===== src/rtl/palette_pkg.sv =====
// Shared types and default colours for the sprite palette decoder.
// Colours are packed {B,G,R}, matching the VGA pixel mux.
package palette_pkg;

    typedef struct packed {
        logic [7:0] b;
        logic [7:0] g;
        logic [7:0] r;
    } rgb_t;

    typedef enum logic {INIT, RUN} state_t;

    localparam int NUM_DEFAULT = 6;

    localparam rgb_t FONDO    = 24'h34904a;
    localparam rgb_t NEGRO    = 24'h000000;
    localparam rgb_t AMARILLO = 24'h1cd5ee;
    localparam rgb_t ROJO     = 24'h0000ff;
    localparam rgb_t BLANCO   = 24'hffffff;
    localparam rgb_t CAFE     = 24'h012871;

    localparam rgb_t DEFAULT_PALETTE [NUM_DEFAULT] = '{FONDO, NEGRO, AMARILLO, ROJO, BLANCO, CAFE};

    // Entries beyond the named sprite colours default to black.
    function automatic rgb_t default_color(input int unsigned idx);
        rgb_t c;
        c = '0;
        for (int i = 0; i < NUM_DEFAULT; i++) begin
            if (idx == int'(i)) c = DEFAULT_PALETTE[i];
        end
        return c;
    endfunction

endpackage


===== src/rtl/blink_timer.sv =====
// Frame counter that toggles the blink phase every BLINK_FRAMES frame starts.
module blink_timer #(
    parameter int BLINK_FRAMES = 30
) (
    input  logic clk,
    input  logic rst,
    input  logic frame_start,
    output logic blink_phase
);

    localparam int CW = (BLINK_FRAMES > 1) ? $clog2(BLINK_FRAMES) : 1;
    localparam logic [CW-1:0] LAST = CW'(BLINK_FRAMES - 1);

    logic [CW-1:0] count;

    always_ff @(posedge clk or posedge rst) begin
        if (rst) begin
            count       <= '0;
            blink_phase <= 1'b0;
        end else if (frame_start) begin
            if (count == LAST) begin
                count       <= '0;
                blink_phase <= ~blink_phase;
            end else begin
                count <= count + 1'b1;
            end
        end
    end

endmodule


===== src/rtl/palette_lut.sv =====
// Run-time programmable palette decoder: (palette, index) -> 24-bit pixel in 2 stages.
// After reset the table is self-loaded with the default sprite colours, one entry per cycle.
module palette_lut
    import palette_pkg::*;
#(
    parameter int          NUM_PALETTES = 4,
    parameter int          NUM_COLORS   = 8,
    parameter int          TRANSP_IDX   = 0,
    parameter int          BLINK_FRAMES = 30,
    parameter logic [23:0] BLINK_RGB    = 24'hffffff,
    parameter int          PAL_W        = (NUM_PALETTES > 1) ? $clog2(NUM_PALETTES) : 1,
    parameter int          IDX_W        = $clog2(NUM_COLORS)
) (
    input  logic             clk,
    input  logic             rst,
    input  logic             frame_start,
    input  logic             pix_valid,
    input  logic [PAL_W-1:0] pix_pal,
    input  logic [IDX_W-1:0] pix_idx,
    output logic             out_valid,
    output logic [23:0]      out_rgb,
    output logic             out_transp,
    input  logic             wr_valid,
    output logic             wr_ready,
    input  logic [PAL_W-1:0] wr_pal,
    input  logic [IDX_W-1:0] wr_idx,
    input  logic [23:0]      wr_rgb,
    input  logic             wr_blink,
    input  logic             blink_en,
    output logic             init_done
);

    localparam logic [PAL_W-1:0] LAST_PAL = PAL_W'(NUM_PALETTES - 1);
    localparam logic [IDX_W-1:0] LAST_IDX = IDX_W'(NUM_COLORS - 1);

    rgb_t   table_rgb   [NUM_PALETTES][NUM_COLORS];
    logic   table_blink [NUM_PALETTES][NUM_COLORS];

    state_t           state;
    logic [PAL_W-1:0] init_pal;
    logic [IDX_W-1:0] init_idx;

    logic             blink_phase;
    logic             pix_hit;
    logic             wr_hit;
    rgb_t             rd_rgb;
    logic             rd_blink;

    logic             s1_valid;
    rgb_t             s1_rgb;
    logic             s1_transp;
    logic             s1_blink;

    blink_timer #(
        .BLINK_FRAMES(BLINK_FRAMES)
    ) u_blink_timer (
        .clk        (clk),
        .rst        (rst),
        .frame_start(frame_start),
        .blink_phase(blink_phase)
    );

    // INIT walks the table palette-major; the init pointer is kept split into palette and entry.
    always_ff @(posedge clk or posedge rst) begin
        if (rst) begin
            state     <= INIT;
            init_pal  <= '0;
            init_idx  <= '0;
            init_done <= 1'b0;
            wr_ready  <= 1'b0;
        end else if (state == INIT) begin
            if (init_idx == LAST_IDX) begin
                init_idx <= '0;
                if (init_pal == LAST_PAL) begin
                    state     <= RUN;
                    init_done <= 1'b1;
                    wr_ready  <= 1'b1;
                end else begin
                    init_pal <= init_pal + 1'b1;
                end
            end else begin
                init_idx <= init_idx + 1'b1;
            end
        end
    end

    assign wr_hit  = wr_valid && wr_ready && (32'(wr_pal) < NUM_PALETTES) && (32'(wr_idx) < NUM_COLORS);
    assign pix_hit = pix_valid && (state == RUN) && (32'(pix_pal) < NUM_PALETTES) && (32'(pix_idx) < NUM_COLORS);

    // Table storage has no reset; INIT owns the write port until every entry is reloaded.
    always_ff @(posedge clk) begin
        if (state == INIT) begin
            table_rgb[init_pal][init_idx]   <= default_color(32'(init_idx));
            table_blink[init_pal][init_idx] <= 1'b0;
        end else if (wr_hit) begin
            table_rgb[wr_pal][wr_idx]   <= wr_rgb;
            table_blink[wr_pal][wr_idx] <= wr_blink;
        end
    end

    assign rd_rgb   = table_rgb[pix_pal][pix_idx];
    assign rd_blink = table_blink[pix_pal][pix_idx];

    // Stage 1: the asynchronous read sees the pre-write value, giving read-before-write on collisions.
    always_ff @(posedge clk or posedge rst) begin
        if (rst) begin
            s1_valid  <= 1'b0;
            s1_rgb    <= '0;
            s1_transp <= 1'b0;
            s1_blink  <= 1'b0;
        end else begin
            s1_valid  <= pix_valid;
            s1_rgb    <= pix_hit ? rd_rgb : '0;
            s1_transp <= pix_hit && (pix_idx == IDX_W'(TRANSP_IDX));
            s1_blink  <= pix_hit && rd_blink;
        end
    end

    // Stage 2: blink substitution; stage-1 data is already zero for idle or missed lookups.
    always_ff @(posedge clk or posedge rst) begin
        if (rst) begin
            out_valid  <= 1'b0;
            out_rgb    <= '0;
            out_transp <= 1'b0;
        end else begin
            out_valid  <= s1_valid;
            out_rgb    <= (blink_en && blink_phase && s1_blink) ? BLINK_RGB : s1_rgb;
            out_transp <= s1_transp;
        end
    end

endmodule

===== config.mk =====
export PLATFORM = sky130hd
export DESIGN_NAME = palette_lut
export DESIGN_NICKNAME = d
export VERILOG_FILES = /design/src/rtl/palette_pkg.sv /design/src/rtl/blink_timer.sv /design/src/rtl/palette_lut.sv
export SDC_FILE = /design/constraint.sdc
export NUM_CORES = 1
export LEC_CHECK = 0
export BUFFER_PORTS_ARGS = -buffer_cell sky130_fd_sc_hd__buf_2
export CORE_MARGIN = 2
export CORE_UTILIZATION = 60
export DETAILED_ROUTE_END_ITERATION = 16
export MAX_ROUTING_LAYER = met4
export PLACE_DENSITY_LB_ADDON = 0.1
export SLEW_MARGIN = 20
export SYNTH_ARGS = -nofsm -noshare
export SYNTH_HDL_FRONTEND = slang
export SYNTH_SLANG_ARGS = --single-unit

===== constraint.sdc =====
create_clock -name clk -period 6.2 [get_ports clk]
set_input_delay 0 -clock clk [delete_from_list [all_inputs] [get_ports clk]]
set_output_delay 0 -clock clk [all_outputs]
set_load 0.02 [all_outputs]

==> results of run 1 <==
worst paths after layout:
path                       startpoint           endpoint  slack (ps)  cells past startpoint
min in group asynchronous         rst         out_rgb[6]         490                      4
min reg2reg                 s1_transp         out_transp         350                      0
max reg2reg                     state  table_rgb[2][107]        2710                      4
max                             state  table_rgb[2][107]        2710                      4
max in group asynchronous         rst        out_rgb[13]        4720                      5
min                         wr_rgb[2]  table_rgb[3][122]          70                      2
layout make-up:
cell class,count,area [sq um],share of cell area
inverter,11,42.5,0.00114
clock buffer,129,2570,0.0690
multi-input combinational,606,7230,0.194
tap,704,881,0.0236
clock inverter,21,171,0.00460
antenna,4,10.0,0.000268
timing repair buffer,105,722,0.0194
sequential,866,25700,0.688
metal layers:
metal / wire [microns] / global-route usage / share of wire / vias to the layer above
met4: 4290 / 0.139 / 0.054 / 0
met5: 0 / - / 0 / -
met3: 5320 / 0.0510 / 0.067 / 156
met1: 30600 / 0.391 / 0.38 / 8654
met2: 39500 / 0.457 / 0.50 / 702
li1: - / - / - / 6753
repair_timing:
item | CTS | global route
endpoints found under the hold margin | 113 | 0
resized for setup | 0 | 0
hold buffers | 7 | 0
endpoints found under the setup margin | 0 | 0
kinds of logic (layout without fill, tap and decap cells):
| kind of cell | Yosys count | count (layout) | synth area share |
|---|---|---|---|
| mux | 214 | 214 | 0.136 |
| compound gates | 116 | 116 | 0.0253 |
| simple gates | 265 | 265 | 0.0431 |
| flops | 866 | 866 | 0.775 |
| buf+inv | 99 | 266 | 0.0160 |
| fa+ha+maj | 9 | 9 | 0.00340 |
| other cells | 0 | 4 | 0 |
| xor+xnor | 2 | 2 | 0.000529 |
power breakdown:
part           leakage, nW  switching, W  internal, W
registers             8.18     0.0000331      0.00648
clock network         1.34       0.00206      0.00297
logic                 2.79      0.000418     0.000217
stage by stage:
step	std cells	hold WS, ps	util	area [sq um]
after floorplan	1571	31.4	-	33100
after global placement	2283	4.86	0.627	34400
after detailed placement	2283	22.0	0.627	34400
after CTS	2440	42.8	0.678	37200
after global routing	2442	57.7	0.680	37300
final	2446	65.2	0.680	37300
sequential cells by signal, summed over array words and instances, names as in the netlist:
register,flops
out_transp,1
u_blink_timer.blink_phase,1
init_pal,2
state,1
init_done,1
u_blink_timer.count,5
s1_valid,1
s1_rgb,24
table_rgb,768
s1_transp,1
table_blink,32
out_valid,1
s1_blink,1
out_rgb,24
init_idx,3
cells in the final DEF (no fill, tap or decap), types with 5 or more instances in the layout:
cell | synthesis | routed
a21oi_1 | 5 | 5
nor2_1 | 49 | 15
nor2_4 | 0 | 28
nor2b_1 | 6 | 6
a21o_1 | 16 | 11
o21a_1 | 6 | 5
nand3_1 | 102 | 102
nor2_2 | 0 | 6
edfxtp_1 | 800 | 800
mux2i_1 | 23 | 23
dfrtp_1 | 66 | 66
clkbuf_16 | 0 | 93
dlygate4sd3_1 | 0 | 7
nand3b_1 | 24 | 24
clkinv_1 | 1 | 9
o21ai_0 | 6 | 5
buf_2 | 31 | 65
ha_1 | 9 | 9
nand2_1 | 12 | 12
inv_1 | 10 | 9
nand4_1 | 26 | 26
clkbuf_8 | 0 | 12
a22oi_1 | 52 | 52
nand2b_1 | 27 | 27
clkinv_2 | 0 | 9
o211ai_1 | 12 | 12
buf_4 | 12 | 27
clkbuf_1 | 31 | 25
mux4_2 | 189 | 189
a21o_2 | 0 | 5
==> reports/qor.yml, run 1 <==
run:
  maxCapViolations: 0
setup_path:
  critPathRequiredTime_ps: 6450
  crit_chain: "nand3_1 -> nor2_1 -> a32oi_1 -> nor2_4"
  critPathArrivalTime_ps: 3730
  critPathTopFamily: "simple AND/OR/NAND/NOR gates"
  slowest_delay_ps: 830
  start_kind: "flop"
  critPathSlowestCell: "nor2_4"
  path_buf_inv: 0
  crit_path_max_fanout: 25
  end_kind: "flop"
  path_class: "reg -> reg"
status:
  status: "finished, final reports clean"
die:
  rows: 86
  ios: 69
  die_w_microns: 239
  start_util: 0.603
  fp.dieH_microns: 239
  die_area_sq_mm: 0.0571
  core_area_sq_mm: 0.0549
route:
  post_drt_wl_per_cell_microns: 32.6
  drc: 0
  wl_mm: 79.6
  drt_iter0_drc: 1924
  ant_nets: 0
  via_per_inst: 6.65
  firstDrtPassIters: 5
  vias: 16300
global_route:
  overflow: 0
  grt_pass1_wl_mm: 113
  grt_pass1_vias: 16100
  grt_max_degree: 105
  antenna_found_initial: 6
  track_usage: 0.296
sta:
  finalClockSkew_ps: 16.8
  fmax_mhz: 287
  hold_violations: 0
  setup_tns_ps: 0
  period_minus_slack_ps: 3490
  finalSetupViolCount: 0
  final.setup.worst_slack_ps: 2710
  final.period_utilization: 0.562
  rsz0062_at_grt: "false"
  worstMarginPinSlew_ps: 1210
  maxSlewHeadroom: 0.192
  slew_viol_final: 0
finish:
  layout.nets: 1725
  num-fill-cells: 3416
  drive_above_1_share: 0.264
  area_delta_synth_final_pct: 12.7
yosys:
  synth-async-reset-ratio: 0.0762
  syn-cell-area_sq_mm: 0.0331
  syn_nets: 1621
  yosysTopAreaCell: "edfxtp_1"
  syn_area_per_cell_sq_um: 21.1
  ys_seq_elements: 866
  yosys.cell_count.top_type: "edfxtp_1"
  syn_inst: 1571
  synth-edff-count: 800
  synthFlopType: "edfxtp_1"
  synthTopCellsByCount: "800 x edfxtp_1, 189 x mux4_2, 102 x nand3_1, 66 x dfrtp_1, 52 x a22oi_1"
  yosys.area.top_type_share: 0.726
  synth.area.top_cells: "edfxtp_1 73%, mux4_2 13%, dfrtp_1 5.0%"
  yosysSeqAreaShare: 0.775
  yosys_warnings: 0
  ys_types: 42
clock_network:
  clockBufferDepth: 3
  clkTransAtPathRegs_ps: 60
  cts_tree: "built"
  cts_setup_buffers: 0
  numClockSinks: 866
  clk_latency_ps: 630
  ctsRootBufferMaster: "clkbuf_16"
  cts_buffers: 85
  htree_levels: 3
place:
  place_ws_ps: 2590
  io_buffers: 68
  hpwlAfterDp_mm: 46.7
  gp_congestion: 0.932
pwr:
  ir_drop_mv: 0.257
  leakagePower_nw: 12.3
  power_w: 0.0122
  power_density_mw_per_mm2: 326
min_path:
  hp-class: "in -> reg"
(Power assumes the default switching activity.)
==> run 2, diff against run 1 <==
ABC_AREA = 1   (was default)
CORE_UTILIZATION = 57   (was 60)
clock period = 3.1 ns   (was 6.2 ns; I/O delays follow)
==> reports/qor.yml, run 2 <==
place:
  gp_congestion: 0.966  # was 0.932
  hpwlAfterDp_mm: 59.4  # was 46.7 mm
  io_buffers: 68  # unchanged
global_route:
  overflow: 0  # unchanged
  track_usage: 0.305  # was 0.296
  antenna_found_initial: 2  # was 6
  grt_pass1_vias: 23600  # was 16100
  grt_max_degree: 201  # was 105
  grt_pass1_wl_mm: 146  # was 113 mm
die:
  core_area_sq_mm: 0.0655  # was 0.0549 sq mm
  fp.dieH_microns: 261  # was 239 microns
  start_util: 0.574  # was 0.603
  ios: 69  # unchanged
  die_area_sq_mm: 0.0681  # was 0.0571 sq mm
  rows: 94  # was 86
  die_w_microns: 261  # was 239 microns
pwr:
  ir_drop_mv: 0.457  # was 0.257 mV
  leakagePower_nw: 18.9  # was 12.3 nW
  power_w: 0.0252  # was 0.0122 W
  power_density_mw_per_mm2: 600  # was 326 mW/mm^2
sta:
  slew_viol_final: 0  # unchanged
  finalClockSkew_ps: 29.9  # was 16.8 ps
  worstMarginPinSlew_ps: 1150  # was 1210 ps
  hold_violations: 0  # unchanged
  final.period_utilization: 0.911  # was 0.562
  hold_ws_ps: 21.8  # was 65.2 ps
  setup_tns_ps: 0  # unchanged
  rsz0062_at_grt: "false"  # unchanged
  fmax_mhz: 354  # was 287 MHz
  period_minus_slack_ps: 2830  # was 3490 ps
  finalSetupViolCount: 0  # unchanged
  maxSlewHeadroom: 0.229  # was 0.192
yosys:
  syn_area_per_cell_sq_um: 10.0  # was 21.1 sq um
  synthFlopType: "edfxtp_1"  # unchanged
  synth.area.top_cells: "edfxtp_1 64%, nand2_1 15%, inv_1 6.7%"  # was edfxtp_1 73%, mux4_2 13%, dfrtp_1 5.0%
  ys_seq_elements: 866  # unchanged
  synth-async-reset-ratio: 0.0762  # unchanged
  ys_types: 32  # was 42
  syn_nets: 3809  # was 1621
  yosys.area.top_type_share: 0.639  # was 0.726
  synthTopCellsByCount: "1459 x nand2_1, 800 x edfxtp_1, 669 x inv_1, 455 x nand3_1, 92 x buf_2"  # was 800 x edfxtp_1, 189 x mux4_2, 102 x nand3_1, 66 x dfrtp_1, 52 x a22oi_1
  synth-edff-count: 800  # unchanged
  yosys.cell_count.top_type: "nand2_1"  # was edfxtp_1
  syn_inst: 3759  # was 1571
  yosys_warnings: 0  # unchanged
  yosysTopAreaCell: "edfxtp_1"  # unchanged
  yosysSeqAreaShare: 0.682  # was 0.775
  syn-cell-area_sq_mm: 0.0376  # was 0.0331 sq mm
finish:
  drive_above_1_share: 0.0903  # was 0.264
  multi_input_area_sq_mm: 0.00865  # was 0.00723 sq mm
  num-fill-cells: 5102  # was 3416
  largestRegisters: "table_rgb x768, table_blink x32"  # unchanged
  regMostFlops: "table_rgb"  # unchanged
  area_delta_synth_final_pct: 11.5  # was 12.7%
  n_antenna_cell: 0  # was 4
  largest_reg_flops: 768  # unchanged
  layout.nets: 3883  # was 1725
  ff_latch_area_sq_mm: 0.0257  # unchanged
  final_cell_mix: "1459 x nand2_1, 800 x edfxtp_1, 667 x inv_1"  # was 800 x edfxtp_1, 189 x mux4_2, 102 x nand3_1
  final_common_cell: "nand2_1"  # was edfxtp_1
clock_network:
  clk_latency_ps: 640  # was 630 ps
  ctsRootBufferMaster: "clkbuf_16"  # unchanged
  numClockSinks: 866  # unchanged
  cts_buffers: 89  # was 85
  htree_levels: 3  # unchanged
  cts_setup_buffers: 0  # unchanged
  clkTransAtPathRegs_ps: 60  # about the same
  cts_tree: "built"  # unchanged
  clockBufferDepth: 3  # unchanged
min_path:
  whs_path_depth: 3  # was 2
  hp-class: "in -> reg"  # unchanged
setup_path:
  critPathArrivalTime_ps: 3080  # was 3730 ps
  r2r_cells: 5  # was 4
  critPathSlowestCell: "nor2_4"  # unchanged
  critPathRequiredTime_ps: 3350  # was 6450 ps
  path_class: "reg -> reg"  # unchanged
  crit_chain: "nand3_2 -> inv_1 -> buf_4 -> a31oi_1 -> nor2_4"  # was nand3_1 -> nor2_1 -> a32oi_1 -> nor2_4
  crit_path_max_fanout: 28  # was 25
  start_kind: "flop"  # unchanged
  slowest_delay_ps: 780  # was 830 ps
  end_kind: "flop"  # unchanged
run:
  maxCapViolations: 0  # unchanged
route:
  ant_nets: 0  # unchanged
  firstDrtPassIters: 6  # was 5
  drt_iter0_drc: 3540  # was 1924
  vias: 25500  # was 16300
  drc: 0  # unchanged
  post_drt_wl_per_cell_microns: 20.9  # was 32.6 microns
  wl_mm: 99.4  # was 79.6 mm
  via_per_inst: 5.36  # was 6.65
status:
  status: "finished, final reports clean"  # unchanged
run 2: changes by cell type after synthesis, sizes merged, moves of 23 or more:
| cell | before | now |
|---|---|---|
| nand3b | 24 | 0 |
| nand3 | 102 | 456 |
| mux2i | 23 | 0 |
| nand2 | 12 | 1459 |
| inv | 10 | 701 |
| mux4 | 189 | 0 |
| a22oi | 52 | 1 |
| buf | 57 | 148 |
| nand2b | 27 | 0 |
| nand4 | 26 | 1 |
run 2: cells by family (layout without fill, tap and decap cells):
group,Yosys count,in the layout,share of synthesized area
AND/OR/NAND/NOR,1972,1972,0.212
buffers and inverters,873,1012,0.0953
flip-flops,866,866,0.682
AO/OA/AOI/OAI,35,35,0.00595
adder cells (fa/ha/maj),9,9,0.00299
XOR/XNOR,3,3,0.000699
multiplexers,1,1,0.000299
run 2: worst paths after layout:
check / slack, ps / end / start
worst max register to register: 270 / table_rgb[3][147] / state
worst min register to register: 360 / out_transp / s1_transp
worst max-delay path: 270 / table_rgb[3][147] / state
worst min-delay path: 20 / table_rgb[0][72] / wr_rgb[0]
min in group asynchronous: 120 / out_rgb[0] / rst
max in group asynchronous: 2240 / out_transp / rst
run 2: metrics by stage:
stage	util	setup slack (ps)	area (sq um)	cells
3_5_place_dp	0.597	219	39100	4599
4_1_cts	0.640	200	41900	4761
5_1_grt	0.641	89.1	42000	4762
3_3_place_gp	0.597	253	39100	4599
6_report	0.641	275	42000	4762
2_1_floorplan	-	294	37600	3759
run 2: per-layer routing:
| metal | up-vias | track usage | routed length [microns] |
|---|---|---|---|
| li1 | 12000 | - | - |
| met1 | 12200 | 0.439 | 42100 |
| met2 | 1131 | 0.446 | 44600 |
| met3 | 184 | 0.0475 | 9070 |
| met4 | 0 | 0.102 | 3640 |
| met5 | - | - | 0 |
run 2: where the power goes:
part / total, W / internal, W / leakage, nW / switching [W]
Combinational: 0.00187 / 0.000464 / 9.36 / 0.00141
Clock: 0.0102 / 0.00590 / 1.36 / 0.00434
Sequential: 0.0130 / 0.0130 / 8.19 / 0.0000771
Total: 0.0252 / 0.0193 / 18.9 / 0.00583
run 2: layout make-up:
class | instances | area share
Sequential cell | 866 | 0.612
Multi-Input combinational cell | 2020 | 0.206
Inverter | 701 | 0.0632
Clock buffer | 111 | 0.0565
Timing Repair Buffer | 155 | 0.0276
Tap cell | 864 | 0.0258
Clock inverter | 45 | 0.00906
run 2: worst max-delay path: cells and delay by family, from the launching register on:
family / cells / cell delay, ps
AOI/OAI and AO/OA: 1 / 380
buffers and inverters: 2 / 490
DFF: 1 / 460
and+or+nand+nor: 2 / 1080
run 2: timing repair:
action,4_1_cts,5_1_grt
endpoints found under the hold margin,91,0
setup endpoints to repair,0,25
hold buffers,6,0
gates resized for setup,0,1
